$ cat src/rtl/riscv_core_decode_stage_if.sv
// Handshake/data bundle between the decode stage and its neighbours.
// Ports: i_* are driven into the stage (fetch side plus downstream ready/flush),
//        o_* are driven by the stage (head entry, control bundle, illegal count).
interface riscv_core_decode_stage_if #(
  parameter int XLEN  = 64,
  parameter int CNT_W = 16
);
  logic             i_decode_stage_valid;
  logic             o_decode_stage_ready;
  logic [31:0]      i_decode_stage_instr;
  logic [XLEN-1:0]  i_decode_stage_pc;
  logic             i_decode_stage_flush;
  logic             o_decode_stage_valid;
  logic             i_decode_stage_ready;
  logic [31:0]      o_decode_stage_instr;
  logic [XLEN-1:0]  o_decode_stage_pc;
  logic [16:0]      o_decode_stage_ctrl;
  logic             o_decode_stage_illegal;
  logic [CNT_W-1:0] o_decode_stage_illegal_cnt;

  // Decode stage side.
  modport slave (
    input  i_decode_stage_valid, i_decode_stage_instr, i_decode_stage_pc,
    input  i_decode_stage_flush, i_decode_stage_ready,
    output o_decode_stage_ready, o_decode_stage_valid, o_decode_stage_instr,
    output o_decode_stage_pc, o_decode_stage_ctrl, o_decode_stage_illegal,
    output o_decode_stage_illegal_cnt
  );

  // Fetch / downstream side.
  modport master (
    output i_decode_stage_valid, i_decode_stage_instr, i_decode_stage_pc,
    output i_decode_stage_flush, i_decode_stage_ready,
    input  o_decode_stage_ready, o_decode_stage_valid, o_decode_stage_instr,
    input  o_decode_stage_pc, o_decode_stage_ctrl, o_decode_stage_illegal,
    input  o_decode_stage_illegal_cnt
  );
endinterface

$ cat src/rtl/riscv_core_decode_stage.sv
// Purpose: RISC-V instruction decode into a 17-bit control bundle, buffered in a DEPTH-entry FIFO.
// Latency: 1 cycle (entry written on the accepting edge, visible right after it); no comb in->out path.
// Backpressure: ready while not full or while the head pops; flush empties the buffer and drops the push.
// Ports: i_decode_stage_clk / i_decode_stage_rst_n (async active-low), bus (slave modport):
//   valid/ready/instr/pc in, flush in, head valid/ready/instr/pc/ctrl/illegal out, saturating illegal count out.
module riscv_core_decode_stage #(
  parameter int XLEN  = 64,
  parameter int DEPTH = 2,
  parameter int CNT_W = 16
) (
  input logic                      i_decode_stage_clk,
  input logic                      i_decode_stage_rst_n,
  riscv_core_decode_stage_if.slave bus
);

  if (XLEN != 32 && XLEN != 64) begin : g_bad_xlen
    $error("riscv_core_decode_stage: XLEN must be 32 or 64");
  end
  if (DEPTH < 1 || DEPTH > 4) begin : g_bad_depth
    $error("riscv_core_decode_stage: DEPTH must be 1..4");
  end

  localparam int PTR_W = (DEPTH > 1) ? $clog2(DEPTH) : 1;
  localparam int OCC_W = $clog2(DEPTH + 1);
  localparam bit RV32  = (XLEN == 32);

  localparam logic [6:0] OPC_OP     = 7'b0110011;
  localparam logic [6:0] OPC_OP32   = 7'b0111011;
  localparam logic [6:0] OPC_OPIMM  = 7'b0010011;
  localparam logic [6:0] OPC_OPIMM32 = 7'b0011011;
  localparam logic [6:0] OPC_LOAD   = 7'b0000011;
  localparam logic [6:0] OPC_STORE  = 7'b0100011;
  localparam logic [6:0] OPC_BRANCH = 7'b1100011;
  localparam logic [6:0] OPC_JAL    = 7'b1101111;
  localparam logic [6:0] OPC_JALR   = 7'b1100111;
  localparam logic [6:0] OPC_LUI    = 7'b0110111;
  localparam logic [6:0] OPC_AUIPC  = 7'b0010111;

  // Field order: regwrite imsrc[2:0] uctrl alusrcb memwrite resultsrc[1:0]
  //              branch aluop size[1:0] ldext isword jump bjreg
  localparam logic [16:0] CTRL_OP     = 17'b1_000_0_0_0_00_0_1_00_0_0_0_0;
  localparam logic [16:0] CTRL_OPIMM  = 17'b1_000_0_1_0_00_0_1_00_0_0_0_0;
  localparam logic [16:0] CTRL_LOAD   = 17'b1_000_0_1_0_01_0_0_00_0_0_0_0;
  localparam logic [16:0] CTRL_STORE  = 17'b0_001_0_1_1_00_0_0_00_0_0_0_0;
  localparam logic [16:0] CTRL_BRANCH = 17'b0_010_0_1_0_00_1_0_00_0_0_0_0;
  localparam logic [16:0] CTRL_JAL    = 17'b1_011_0_1_0_10_0_0_00_0_0_1_0;
  localparam logic [16:0] CTRL_JALR   = 17'b1_000_0_1_0_10_0_0_00_0_0_1_1;
  localparam logic [16:0] CTRL_UPPER  = 17'b1_100_1_1_0_11_0_0_00_0_0_0_0;
  localparam logic [16:0] CTRL_ISWORD = 17'b0_000_0_0_0_00_0_0_00_0_1_0_0;

  typedef struct packed {
    logic [31:0]     instr;
    logic [XLEN-1:0] pc;
    logic [16:0]     ctrl;
    logic            illegal;
  } entry_t;

  // ---------------- combinational decode ----------------
  logic [6:0]  opcode;
  logic [2:0]  funct3;
  logic [16:0] dec_ctrl;
  logic        dec_ill;

  always_comb begin
    opcode   = bus.i_decode_stage_instr[6:0];
    funct3   = bus.i_decode_stage_instr[14:12];
    dec_ctrl = '0;
    dec_ill  = 1'b0;
    case (opcode)
      OPC_OP:      dec_ctrl = CTRL_OP;
      OPC_OP32:    begin dec_ctrl = CTRL_OP | CTRL_ISWORD; dec_ill = RV32; end
      OPC_OPIMM:   dec_ctrl = CTRL_OPIMM;
      OPC_OPIMM32: begin dec_ctrl = CTRL_OPIMM | CTRL_ISWORD; dec_ill = RV32; end
      OPC_LOAD: begin
        // {size,ldext} is funct3 rotated: size = funct3[1:0], ldext = funct3[2]
        dec_ctrl = CTRL_LOAD | {11'b0, funct3[1:0], funct3[2], 3'b000};
        dec_ill  = (funct3 == 3'd7) || (RV32 && (funct3 == 3'd3 || funct3 == 3'd6));
      end
      OPC_STORE: begin
        dec_ctrl = CTRL_STORE | {11'b0, funct3[1:0], 4'b0000};
        dec_ill  = funct3[2] || (RV32 && funct3 == 3'd3);
      end
      OPC_BRANCH:          dec_ctrl = CTRL_BRANCH;
      OPC_JAL:             dec_ctrl = CTRL_JAL;
      OPC_JALR:            dec_ctrl = CTRL_JALR;
      OPC_LUI, OPC_AUIPC:  dec_ctrl = CTRL_UPPER;
      default:             dec_ill  = 1'b1;
    endcase
    if (bus.i_decode_stage_instr[1:0] != 2'b11) dec_ill = 1'b1;
    // Illegal entries must not carry any side-effecting control.
    if (dec_ill) dec_ctrl = '0;
  end

  // ---------------- output buffer ----------------
  entry_t            mem_q [DEPTH];
  entry_t            mem_d [DEPTH];
  logic [PTR_W-1:0]  wr_ptr_q, wr_ptr_d;
  logic [PTR_W-1:0]  rd_ptr_q, rd_ptr_d;
  logic [OCC_W-1:0]  occ_q, occ_d;
  logic [CNT_W-1:0]  cnt_q, cnt_d;
  logic              rdy_en_q, rdy_en_d;   // holds ready low until the first edge out of reset

  entry_t head;
  logic   out_vld;
  logic   full;
  logic   push;
  logic   pop;
  logic   in_rdy;

  function automatic logic [PTR_W-1:0] ptr_inc(input logic [PTR_W-1:0] p);
    return (p == PTR_W'(DEPTH - 1)) ? '0 : p + PTR_W'(1);
  endfunction

  assign head    = mem_q[rd_ptr_q];
  assign out_vld = (occ_q != '0);
  assign full    = (occ_q == OCC_W'(DEPTH));
  assign pop     = out_vld && bus.i_decode_stage_ready;
  assign in_rdy  = rdy_en_q && (!full || pop);
  assign push    = bus.i_decode_stage_valid && in_rdy;

  always_comb begin
    mem_d    = mem_q;
    wr_ptr_d = wr_ptr_q;
    rd_ptr_d = rd_ptr_q;
    occ_d    = occ_q;
    cnt_d    = cnt_q;
    rdy_en_d = 1'b1;
    if (bus.i_decode_stage_flush) begin
      // Flush wins over push and pop; the head being discarded is not counted.
      wr_ptr_d = '0;
      rd_ptr_d = '0;
      occ_d    = '0;
    end else begin
      if (push) begin
        mem_d[wr_ptr_q] = '{instr:   bus.i_decode_stage_instr,
                            pc:      bus.i_decode_stage_pc,
                            ctrl:    dec_ctrl,
                            illegal: dec_ill};
        wr_ptr_d = ptr_inc(wr_ptr_q);
      end
      if (pop) begin
        rd_ptr_d = ptr_inc(rd_ptr_q);
        if (head.illegal && (cnt_q != '1)) cnt_d = cnt_q + CNT_W'(1);
      end
      occ_d = occ_q + OCC_W'(push) - OCC_W'(pop);
    end
  end

  always_ff @(posedge i_decode_stage_clk or negedge i_decode_stage_rst_n) begin
    if (!i_decode_stage_rst_n) begin
      mem_q    <= '{default: '0};
      wr_ptr_q <= '0;
      rd_ptr_q <= '0;
      occ_q    <= '0;
      cnt_q    <= '0;
      rdy_en_q <= 1'b0;
    end else begin
      mem_q    <= mem_d;
      wr_ptr_q <= wr_ptr_d;
      rd_ptr_q <= rd_ptr_d;
      occ_q    <= occ_d;
      cnt_q    <= cnt_d;
      rdy_en_q <= rdy_en_d;
    end
  end

  // Head fields are gated by valid so an empty (or just-reset) buffer shows zeros.
  assign bus.o_decode_stage_ready       = in_rdy;
  assign bus.o_decode_stage_valid       = out_vld;
  assign bus.o_decode_stage_instr       = out_vld ? head.instr   : '0;
  assign bus.o_decode_stage_pc          = out_vld ? head.pc      : '0;
  assign bus.o_decode_stage_ctrl        = out_vld ? head.ctrl    : '0;
  assign bus.o_decode_stage_illegal     = out_vld ? head.illegal : 1'b0;
  assign bus.o_decode_stage_illegal_cnt = cnt_q;

endmodule

$ cat src/flat_wrapper.sv
// flat-port wrapper written by rule: the top's interface ports become plain ports
module riscv_core_decode_stage_flat 
#(
  parameter int XLEN  = 64,
  parameter int DEPTH = 2,
  parameter int CNT_W = 16
)
  (i_decode_stage_clk, i_decode_stage_rst_n, bus_i_decode_stage_valid, bus_i_decode_stage_instr, bus_i_decode_stage_pc, bus_i_decode_stage_flush, bus_i_decode_stage_ready, bus_o_decode_stage_ready, bus_o_decode_stage_valid, bus_o_decode_stage_instr, bus_o_decode_stage_pc, bus_o_decode_stage_ctrl, bus_o_decode_stage_illegal, bus_o_decode_stage_illegal_cnt);
  riscv_core_decode_stage_if #(.XLEN(XLEN), .CNT_W(CNT_W)) bus_i ();
  input logic i_decode_stage_clk;
  input logic i_decode_stage_rst_n;
  input wire logic [$bits(bus_i.i_decode_stage_valid)-1:0] bus_i_decode_stage_valid;
  input wire logic [$bits(bus_i.i_decode_stage_instr)-1:0] bus_i_decode_stage_instr;
  input wire logic [$bits(bus_i.i_decode_stage_pc)-1:0] bus_i_decode_stage_pc;
  input wire logic [$bits(bus_i.i_decode_stage_flush)-1:0] bus_i_decode_stage_flush;
  input wire logic [$bits(bus_i.i_decode_stage_ready)-1:0] bus_i_decode_stage_ready;
  output wire logic [$bits(bus_i.o_decode_stage_ready)-1:0] bus_o_decode_stage_ready;
  output wire logic [$bits(bus_i.o_decode_stage_valid)-1:0] bus_o_decode_stage_valid;
  output wire logic [$bits(bus_i.o_decode_stage_instr)-1:0] bus_o_decode_stage_instr;
  output wire logic [$bits(bus_i.o_decode_stage_pc)-1:0] bus_o_decode_stage_pc;
  output wire logic [$bits(bus_i.o_decode_stage_ctrl)-1:0] bus_o_decode_stage_ctrl;
  output wire logic [$bits(bus_i.o_decode_stage_illegal)-1:0] bus_o_decode_stage_illegal;
  output wire logic [$bits(bus_i.o_decode_stage_illegal_cnt)-1:0] bus_o_decode_stage_illegal_cnt;
  assign bus_i.i_decode_stage_valid = bus_i_decode_stage_valid;
  assign bus_i.i_decode_stage_instr = bus_i_decode_stage_instr;
  assign bus_i.i_decode_stage_pc = bus_i_decode_stage_pc;
  assign bus_i.i_decode_stage_flush = bus_i_decode_stage_flush;
  assign bus_i.i_decode_stage_ready = bus_i_decode_stage_ready;
  assign bus_o_decode_stage_ready = bus_i.o_decode_stage_ready;
  assign bus_o_decode_stage_valid = bus_i.o_decode_stage_valid;
  assign bus_o_decode_stage_instr = bus_i.o_decode_stage_instr;
  assign bus_o_decode_stage_pc = bus_i.o_decode_stage_pc;
  assign bus_o_decode_stage_ctrl = bus_i.o_decode_stage_ctrl;
  assign bus_o_decode_stage_illegal = bus_i.o_decode_stage_illegal;
  assign bus_o_decode_stage_illegal_cnt = bus_i.o_decode_stage_illegal_cnt;
  riscv_core_decode_stage #(.XLEN(XLEN), .DEPTH(DEPTH), .CNT_W(CNT_W)) u_core (.i_decode_stage_clk(i_decode_stage_clk), .i_decode_stage_rst_n(i_decode_stage_rst_n), .bus(bus_i));
endmodule
$ cat config.mk
export PLATFORM = sky130hd
export DESIGN_NAME = riscv_core_decode_stage_flat
export DESIGN_NICKNAME = d
export VERILOG_FILES = /design/src/rtl/riscv_core_decode_stage_if.sv /design/src/rtl/riscv_core_decode_stage.sv /design/src/flat_wrapper.sv
export SDC_FILE = /design/constraint.sdc
export NUM_CORES = 1
export LEC_CHECK = 0
export CELL_PAD_IN_SITES_DETAIL_PLACEMENT = 1
export CELL_PAD_IN_SITES_GLOBAL_PLACEMENT = 1
export CORE_ASPECT_RATIO = 0.9
export CORE_MARGIN = 4
export CORE_UTILIZATION = 35
export DETAILED_ROUTE_END_ITERATION = 16
export GPL_ROUTABILITY_DRIVEN = 0
export HOLD_SLACK_MARGIN = 0.15
export MAX_ROUTING_LAYER = met4
export PLACE_DENSITY_LB_ADDON = 0.1
export SETUP_SLACK_MARGIN = 0.3
export SLEW_MARGIN = 0
export SYNTH_ARGS = -nofsm -noshare
export SYNTH_HDL_FRONTEND = slang
export SYNTH_SLANG_ARGS = --single-unit
$ cat constraint.sdc
create_clock -name i_decode_stage_clk -period 2.3 [get_ports i_decode_stage_clk]
set_input_delay 0.23 -clock i_decode_stage_clk [delete_from_list [all_inputs] [get_ports i_decode_stage_clk]]
set_output_delay 0.23 -clock i_decode_stage_clk [all_outputs]
set_load 0.03 [all_outputs]
Word-level counts from Yosys, hierarchy flattened
Cells that the tools add are included.
{ "classes": {"add_sub_neg": 5, "n_lt_le_gt_ge": 3, "eq_ne": 15, "n_mux": 21, "bitwise": 3, "reduce_logical": 14} }
{ "ops": {"columns": ["op", "count"], "rows": [
  ["$mux 114", 4],
  ["$bwmux 228", 1],
  ["$pmux 17 s10", 1],
  ["$demux 114 s1", 1],
  ["$mux 64", 1],
  ["$mux 17", 2],
  ["$mux 32", 1],
  ["$eq 7x6->1 const B", 4],
  ["$eq 7x5->1 const B", 3],
  ["$eq 7x7->1 const B", 3],
  ["$add 16x1->16 const B", 1],
  ["$ne 16x16->1 const B", 1],
  ["$reduce_or 9->1", 1],
  ["$mux 1", 8],
  ["$eq 7x2->1 const B", 1],
  ["$reduce_bool 2->1", 3],
  ["$logic_and 1x1->1", 5],
  ["$ge 2x2->1 const B", 2],
  ["$not 1->2", 2],
  ["$eq 3x3->1 const B", 1],
  ["$pmux 1 s3", 1],
  ["$reduce_and 3->1", 1],
  ["$add 1x1->1 const B", 2],
  ["$add 2x1->2", 1],
  ["10 further kinds", 10]
]} }
{ "word_totals": {"register_bits": 249, "out_inout_bits": 132, "word_cells": 74} }

Logic depth before layout (Yosys ltp)
Gate-level depths: netlist of the first run.
{ "depth": {"word_depth": 8, "ltp_mapped": 8, "depth_no_buf": 8} }

Least setup slack after synthesis of the first run
No wires, ideal clock.
{ "synth_path": {"path_type": "register to register", "from": "register u_core.cnt_q[0], in the netlist u_core.bus.o_decode_stage_illegal_cnt[0]", "to": "register u_core.cnt_q[14], in the netlist u_core.bus.o_decode_stage_illegal_cnt[14]", "setup_ps": 134, "arrival_ps": 1931, "path_slack_ps": 235, "path_stages_with_launch": 6, "period_less_slack_ps": 2065, "cell_sequence": "dfrtp_1 ha_1 nand3_1 or2_2 or4_1 xnor2_1"} }
{ "synth_via": {"elab_chain_len": 3} }
{ "synth_lines": {"columns": ["element", "line_no", "text"], "rows": [
  ["start, declared", "riscv_core_decode_stage.sv:100", "logic [CNT_W-1:0] cnt_q, cnt_d;"],
  ["start signal, assigned", "riscv_core_decode_stage.sv:162", "cnt_q <= cnt_d;"],
  ["branches (longest 3 deep; another with $add 16x1->16)", null, null]
]} }
Several ways; the timed one is not identified.
A chain may end at the register's enable or synchronous reset.

Final worst setup path of the first run
{ "layout_path": {"from": "register u_core.rd_ptr_q", "to": "output port bus_o_decode_stage_ctrl[15]"} }
{ "layout_via": {"elab_chain_len": 5} }
{ "layout_lines": {"columns": ["element", "line_no", "text"], "rows": [
  ["start, declared", "riscv_core_decode_stage.sv:98", "logic [PTR_W-1:0] rd_ptr_q, rd_ptr_d;"],
  ["start signal, assigned", "riscv_core_decode_stage.sv:160", "rd_ptr_q <= rd_ptr_d;"],
  ["$not 1->2 (implied by the code)", "riscv_core_decode_stage.sv:114", "assign head = mem_q[rd_ptr_q];"],
  ["$mux 114 (implied by the code) (3 in a row)", "riscv_core_decode_stage.sv:114", null],
  ["$mux 17", "riscv_core_decode_stage.sv:172", "assign bus.o_decode_stage_ctrl = out_vld ? head.ctrl : '0;"],
  ["end, declared", "flat_wrapper.sv:21", "output wire logic [$bits(bus_i.o_decode_stage_ctrl)-1:0] bus_o_decode_stage_ctrl;"]
]} }
Every way passes these cells. The select of a mux whose other input is x is not followed.

==> reports/qor.txt, run 1 <==
final design utilization -> 52.0%
Reg2Reg Setup Slack -> 0.11 ns
initial antenna violation count -> 0
flops & latches, synth -> 247
asr flop ratio synth -> 100%
H-tree levels -> 1
share of layout cells above drive strength 1 -> 26.5%
Synth-to-Final Area Change -> 46.0%
Filler cells -> 3458
Int Pwr -> 12.5 mW
Crit. Startpoint -> u_core.rd_ptr_q
Initial Util -> 35.6%
Setup TNS -> 0 ns
crit path cell chain -> buf_12, buf_12, buf_16, mux2i_4, nor2_4, buf_6
combinational share of power -> 43.2%
total core area -> 0.0320 mm²
library cells used by synthesis -> 44
sequential-to-total area share from yosys stat -> 54.4%
max cap viols -> 0
clock share of power -> 24.4%
DRC -> 0
mapped cell area -> 0.0114 mm²
clock buffer count from CTS -> 29
Crit path depth -> 6
Worst slew margin -> 64.6%
Worst Tran Pin Value -> 0.530 ns
Placed Cells -> 1740
largest net degree at the start of global routing -> 61
startpoint types -> flop
critical path endpoint category -> output pin
IO buf count -> 232
reg2reg path depth -> 5
most used cell, CP -> buf_12
Arr. time, crit path -> 1.97 ns
Clock Latency Late Sink -> 0.54 ns
Mapped Cells -> 1122
chip height -> 179 µm
WL/cell -> 20.5 µm
Final WS setup -> 0.103 ns
nets -> 1502
Root Buffer -> clkbuf_16
reg2reg end -> u_core.bus.o_decode_stage_illegal_cnt[14]
Post-Place Worst Slack -> 0.0583 ns
max-slew violations -> 0
CP Max Fanout -> 7
sequential cell area -> 0.00619 mm²
Power Total -> 19.8 mW
synth warn -> 0
Post-Syn Area per Cell -> 10.1 µm²
Post-synth EDFFs -> 0
pwr dens -> 1190 mW/mm²
Flop pwr share -> 32.3%
detailed placement HPWL -> 22100 µm
CP Class -> flop to output pin
grt ovf -> 0
Sw Share -> 37.0%
global-route wire length before repair -> 54600 µm
delay-heaviest family, CP -> buffers and inverters
Rows -> 62
type of the worst min-delay path -> input pin to async pin
Hold Fails Final Rpt -> 0
Total GRT Usage -> 19.8%
io pins -> 233
slowest cell on the critical path -> dfrtp_4
Non-Filler Instances -> 1837
DIE WIDTH -> 198 µm
clk sinks -> 247
Mapped Nets -> 1226
post-layout min period -> 2.20 ns
clock slew at reported path FFs -> 0.06 ns
area post-placement -> 0.0145 mm²
area of the multi-input gates -> 0.00532 mm²
Crit Reg-Reg Startpoint -> u_core.rd_ptr_q
most frequent cells in the layout -> nand2_1, dfrtp_1, buf_4
CP endpoint -> bus_o_decode_stage_ctrl[15]
fin crit share -> 95.5%
design area -> 0.0166 mm²
Clock Path Buffers -> 3
drt via density -> 4.94
drt pass-1 iters -> 4
Max Clk Rate -> 455 MHz
vias in the first global route -> 9604
Synth Flop Type -> dfrtp_1
Leak Pwr -> 7.82 nW
DRT iter0 DRCs -> 318
commonest non-fill, non-tap cell in the layout -> nand2_1
WP buf/inv -> 4
DIE AREA -> 0.0354 mm²
RSZ-0062 raised after global routing -> true
clk_skew -> 0.0101 ns
Final setup viols -> 0
# diodes -> 0
Fin Hold WS -> 0.214 ns
CTS tree -> built
status -> finished, final reports clean
CP peak stage delay -> 0.51 ns
Switch Pwr -> 7.33 mW
routed wire length -> 37700 µm
via count -> 9074
Max IR drop VDD -> 0.000592 V
required time of the worst setup path -> 2.07 ns
post-route ant nets -> 0
## how the worst min path moves through the flow
stage,startpoint,endpoint,slack [ns],depth (start not counted)
CTS,bus_i_decode_stage_pc[58],u_core.mem_q[76],0.21,3
detailed placement,i_decode_stage_rst_n,u_core.bus.o_decode_stage_illegal_cnt[11],0.21,1
finish,i_decode_stage_rst_n,u_core.bus.o_decode_stage_illegal_cnt[3],0.21,2
global placement,i_decode_stage_rst_n,u_core.bus.o_decode_stage_illegal_cnt[3],0.21,1
floorplan,i_decode_stage_rst_n,u_core.bus.o_decode_stage_illegal_cnt[0],-0.07,0
global route,i_decode_stage_rst_n,u_core.bus.o_decode_stage_illegal_cnt[3],0.23,2
## final cells by class
class                           count  share of cell area (%)
Clock buffer                       40                    4.98
Clock inverter                     14                    1.07
Tap cell                          416                    3.13
Sequential cell                   247                    37.3
Multi-Input combinational cell    796                    32.0
Inverter                            7                   0.158
Timing Repair Buffer              317                    21.3
## routing by layer
| layer | part of all wire, % | global-route usage (%) | routed length, µm |
|---|---|---|---|
| met1 | 47 | 27.4 | 17700 |
| met2 | 47 | 31.5 | 17900 |
| met3 | 4.1 | 3.40 | 1560 |
| met4 | 1.5 | 3.27 | 555 |
| met5 | 0 | - | 0 |
## flip-flops by register name, summed over array words and instances, names as in the netlist
| signal | count |
|---|---|
| u_core.mem_q | 226 |
| u_core.bus.o_decode_stage_illegal_cnt | 16 |
| u_core.occ_q | 2 |
| u_core.rd_ptr_q | 1 |
| u_core.rdy_en_q | 1 |
| u_core.wr_ptr_q | 1 |
## power by group through the flow
stage | registers (mW) | logic, mW | clock network, mW
floorplan | 6.23 | 4.46 | 0
global placement | 6.37 | 7.24 | 0
detailed placement | 6.43 | 7.34 | 0
CTS | 6.35 | 7.94 | 4.98
global route | 6.56 | 9.19 | 5.15
finish | 6.40 | 8.56 | 4.83
## worst reg2reg max path, cell delays in order (launching register included)
cell and delay (ns):
dfrtp_4 0.51, buf_8 0.18, mux2i_4 0.21, or3_4 0.47
or4_4 0.58, xnor2_1 0.14
## Yosys cell counts (13+ instances only)
library cell / instances / area share (%)
xnor2_1: 13 / 1.0
dfrtp_1: 247 / 54
o21ai_0: 27 / 1.2
nand2_1: 332 / 11
nor2_1: 123 / 4.1
mux2i_1: 114 / 10
buf_2: 22 / 0.97
mux2_2: 21 / 2.1
clkbuf_1: 31 / 1.0
buf_1: 19 / 0.63
mux2_1: 80 / 7.9
## kinds of logic (layout without fill, tap and decap cells)
logic type / count (synthesis) / in the layout / share of synthesized area, %
and+or+nand+nor: 502 / 503 / 17.7
DFF: 247 / 247 / 54.4
muxes: 215 / 215 / 20.0
buffers and inverters: 80 / 378 / 2.92
AOI/OAI and AO/OA: 53 / 53 / 3.03
xor gates and xnor gates: 21 / 21 / 1.62
adders and majority gates: 3 / 3 / 0.330
other: 1 / 1 / 0.0330
## repair_timing
| item | CTS | global route |
|---|---|---|
| endpoints found under the setup margin | 206 | 233 |
| endpoints found under the hold margin | 220 | 0 |
| gates cloned | 8 | 18 |
| pin swaps | 5 | 13 |
| gates resized for setup | 540 | 202 |
| hold buffers | 1 | 0 |
| setup buffers | 8 | 8 |
(Power assumes the default switching activity.)
==> inputs of run 2 (changes only) <==
Settings changed: CTS_CLUSTER_SIZE set to 12.
==> results of run 2 <==
Final layout, timing and power as in run 1 (identical DEF).
==> inputs of run 3 (changes only) <==
--- a/config.mk
+++ b/config.mk
@@ -10,4 +10,3 @@
 export CORE_ASPECT_RATIO = 0.9
-export CORE_MARGIN = 4
-export CORE_UTILIZATION = 35
+export CORE_UTILIZATION = 40
 export CTS_CLUSTER_SIZE = 12
--- a/constraint.sdc
+++ b/constraint.sdc
@@ -3,2 +3,2 @@
 set_output_delay 0.23 -clock i_decode_stage_clk [all_outputs]
-set_load 0.03 [all_outputs]
+set_load 0.02 [all_outputs]
==> run 3 against run 2 <==
The flow now finishes with violations (DRC); global-route usage grew 3.6 points; sequential share of layout area up 1.3 points; hold slack gained 0.020 ns.
==> reports/qor.txt, run 3 (synthesis results as in run 1) <==
Worst slew margin -> 61.3%
design area -> 0.0160 mm²
area post-placement -> 0.0145 mm²
total core area -> 0.0279 mm²
reg2reg path depth -> 5
chip height -> 162 µm
max cap viols -> 0
Setup TNS -> 0 ns
required time of the worst setup path -> 2.07 ns
sequential cell area -> 0.00619 mm²
clk_skew -> 0.0131 ns
Synth-to-Final Area Change -> 41.1%
Clock Path Buffers -> 3
Most Crowded Layer GR -> met2
type of the worst min-delay path -> input pin to flop
Root Buffer -> clkbuf_16
nets -> 1510
share of layout cells above drive strength 1 -> 20.5%
WL/cell -> 19.4 µm
clock share of power -> 24.9%
startpoint types -> flop
combinational share of power -> 41.2%
Final WS setup -> 0.111 ns
clk sinks -> 247
status -> finished, violations left
commonest non-fill, non-tap cell in the layout -> nand2_1
detailed placement HPWL -> 21400 µm
Sw Share -> 35.0%
DIE AREA -> 0.0291 mm²
drt via density -> 5.08
Arr. time, crit path -> 1.96 ns
Power Total -> 19.0 mW
via count -> 9091
Flop pwr share -> 33.8%
most frequent cells in the layout -> nand2_1, dfrtp_1, buf_4
# diodes -> 0
post-layout min period -> 2.19 ns
Int Pwr -> 12.3 mW
Switch Pwr -> 6.66 mW
Hold Fails Final Rpt -> 0
area of the multi-input gates -> 0.00503 mm²
Leak Pwr -> 7.48 nW
CTS tree -> built
max reg flops -> 226
H-tree levels -> 1
Fin Hold WS -> 0.233 ns
drt pass-1 iters -> 10
routed wire length -> 34700 µm
DRT iter0 DRCs -> 449
Max IR drop VDD -> 0.000629 V
Non-Filler Instances -> 1788
clock buffer count from CTS -> 29
worst hold path cell count -> 3
max-slew violations -> 0
met2 usage -> 38.4%
failing checks -> DRC
pwr dens -> 1180 mW/mm²
Post-Place Worst Slack -> 0.0649 ns
CP Max Fanout -> 7
IO buf count -> 232
grt ovf -> 0
Max Clk Rate -> 457 MHz
RSZ-0062 raised after global routing -> true
Clock Latency Late Sink -> 0.55 ns
Filler cells -> 3053
DRC -> 13
critical path endpoint category -> output pin
largest net degree at the start of global routing -> 70
final design utilization -> 57.4%
post-route ant nets -> 0
vias in the first global route -> 9662
Initial Util -> 40.7%
Final setup viols -> 0
Placed Cells -> 1692
Worst Tran Pin Value -> 0.578 ns
Total GRT Usage -> 23.4%
Top reg by flops -> u_core.mem_q
fin crit share -> 95.2%
initial antenna violation count -> 0
Rows -> 58
CP Class -> flop to output pin
global-route wire length before repair -> 53000 µm
DIE WIDTH -> 180 µm
M3 GR Usage -> 3.52%
io pins -> 233
clock slew at reported path FFs -> 0.06 ns
GRT met1 Usage -> 30.7%
## run 3: final cells by class
| class | instances | area share [%] |
|---|---|---|
| timing repair buffer | 325 | 20.8 |
| sequential | 247 | 38.6 |
| tap | 360 | 2.81 |
| clock buffer | 45 | 5.65 |
| multi-input combinational | 796 | 31.4 |
| inverter | 7 | 0.164 |
| clock inverter | 8 | 0.585 |
## run 3: final timing paths
| path | startpoint | endpoint | slack, ns |
|---|---|---|---|
| min reg2reg | u_core.mem_q[55] | u_core.mem_q[55] | 0.47 |
| min | bus_i_decode_stage_pc[61] | u_core.mem_q[79] | 0.23 |
| max | u_core.rd_ptr_q | bus_o_decode_stage_pc[36] | 0.11 |
| max in group asynchronous | i_decode_stage_rst_n | u_core.mem_q[183] | 1.32 |
| min in group asynchronous | i_decode_stage_rst_n | u_core.bus.o_decode_stage_illegal_cnt[6] | 0.25 |
| max reg2reg | u_core.rd_ptr_q | u_core.bus.o_decode_stage_illegal_cnt[14] | 0.14 |
## run 3: repair_timing
item                                    in CTS  in global routing
gates cloned                                 4                 13
endpoints found under the setup margin     143                243
gates resized for setup                    363                181
endpoints found under the hold margin      132                  0
pin swaps                                    3                 21
hold buffers                                 1                  0
buffers inserted                             5                 20
## run 3: power groups by stage
stage          Combinational, mW  Sequential, mW  Clock (mW)
6_report                    7.84            6.43        4.74
5_1_grt                     8.40            6.59        5.04
4_1_cts                     6.91            6.39        4.85
2_1_floorplan               3.88            6.21           0
3_5_place_dp                6.76            6.44           0
3_3_place_gp                6.61            6.36           0
## run 3: critical path: stages, from the launching register on
cell,delay [ns]
dfrtp_4,0.55
buf_12,0.18
buf_12,0.13
buf_16,0.14
mux2i_1,0.11
nor2_1,0.14
buf_4,0.16
## run 3: metal layers
| metal | wire, µm | part of all wire, % |
|---|---|---|
| met3 | 1460 | 4.2 |
| met4 | 626 | 1.8 |
| met2 | 16700 | 48 |
| met5 | 0 | 0 |
| met1 | 15900 | 46 |
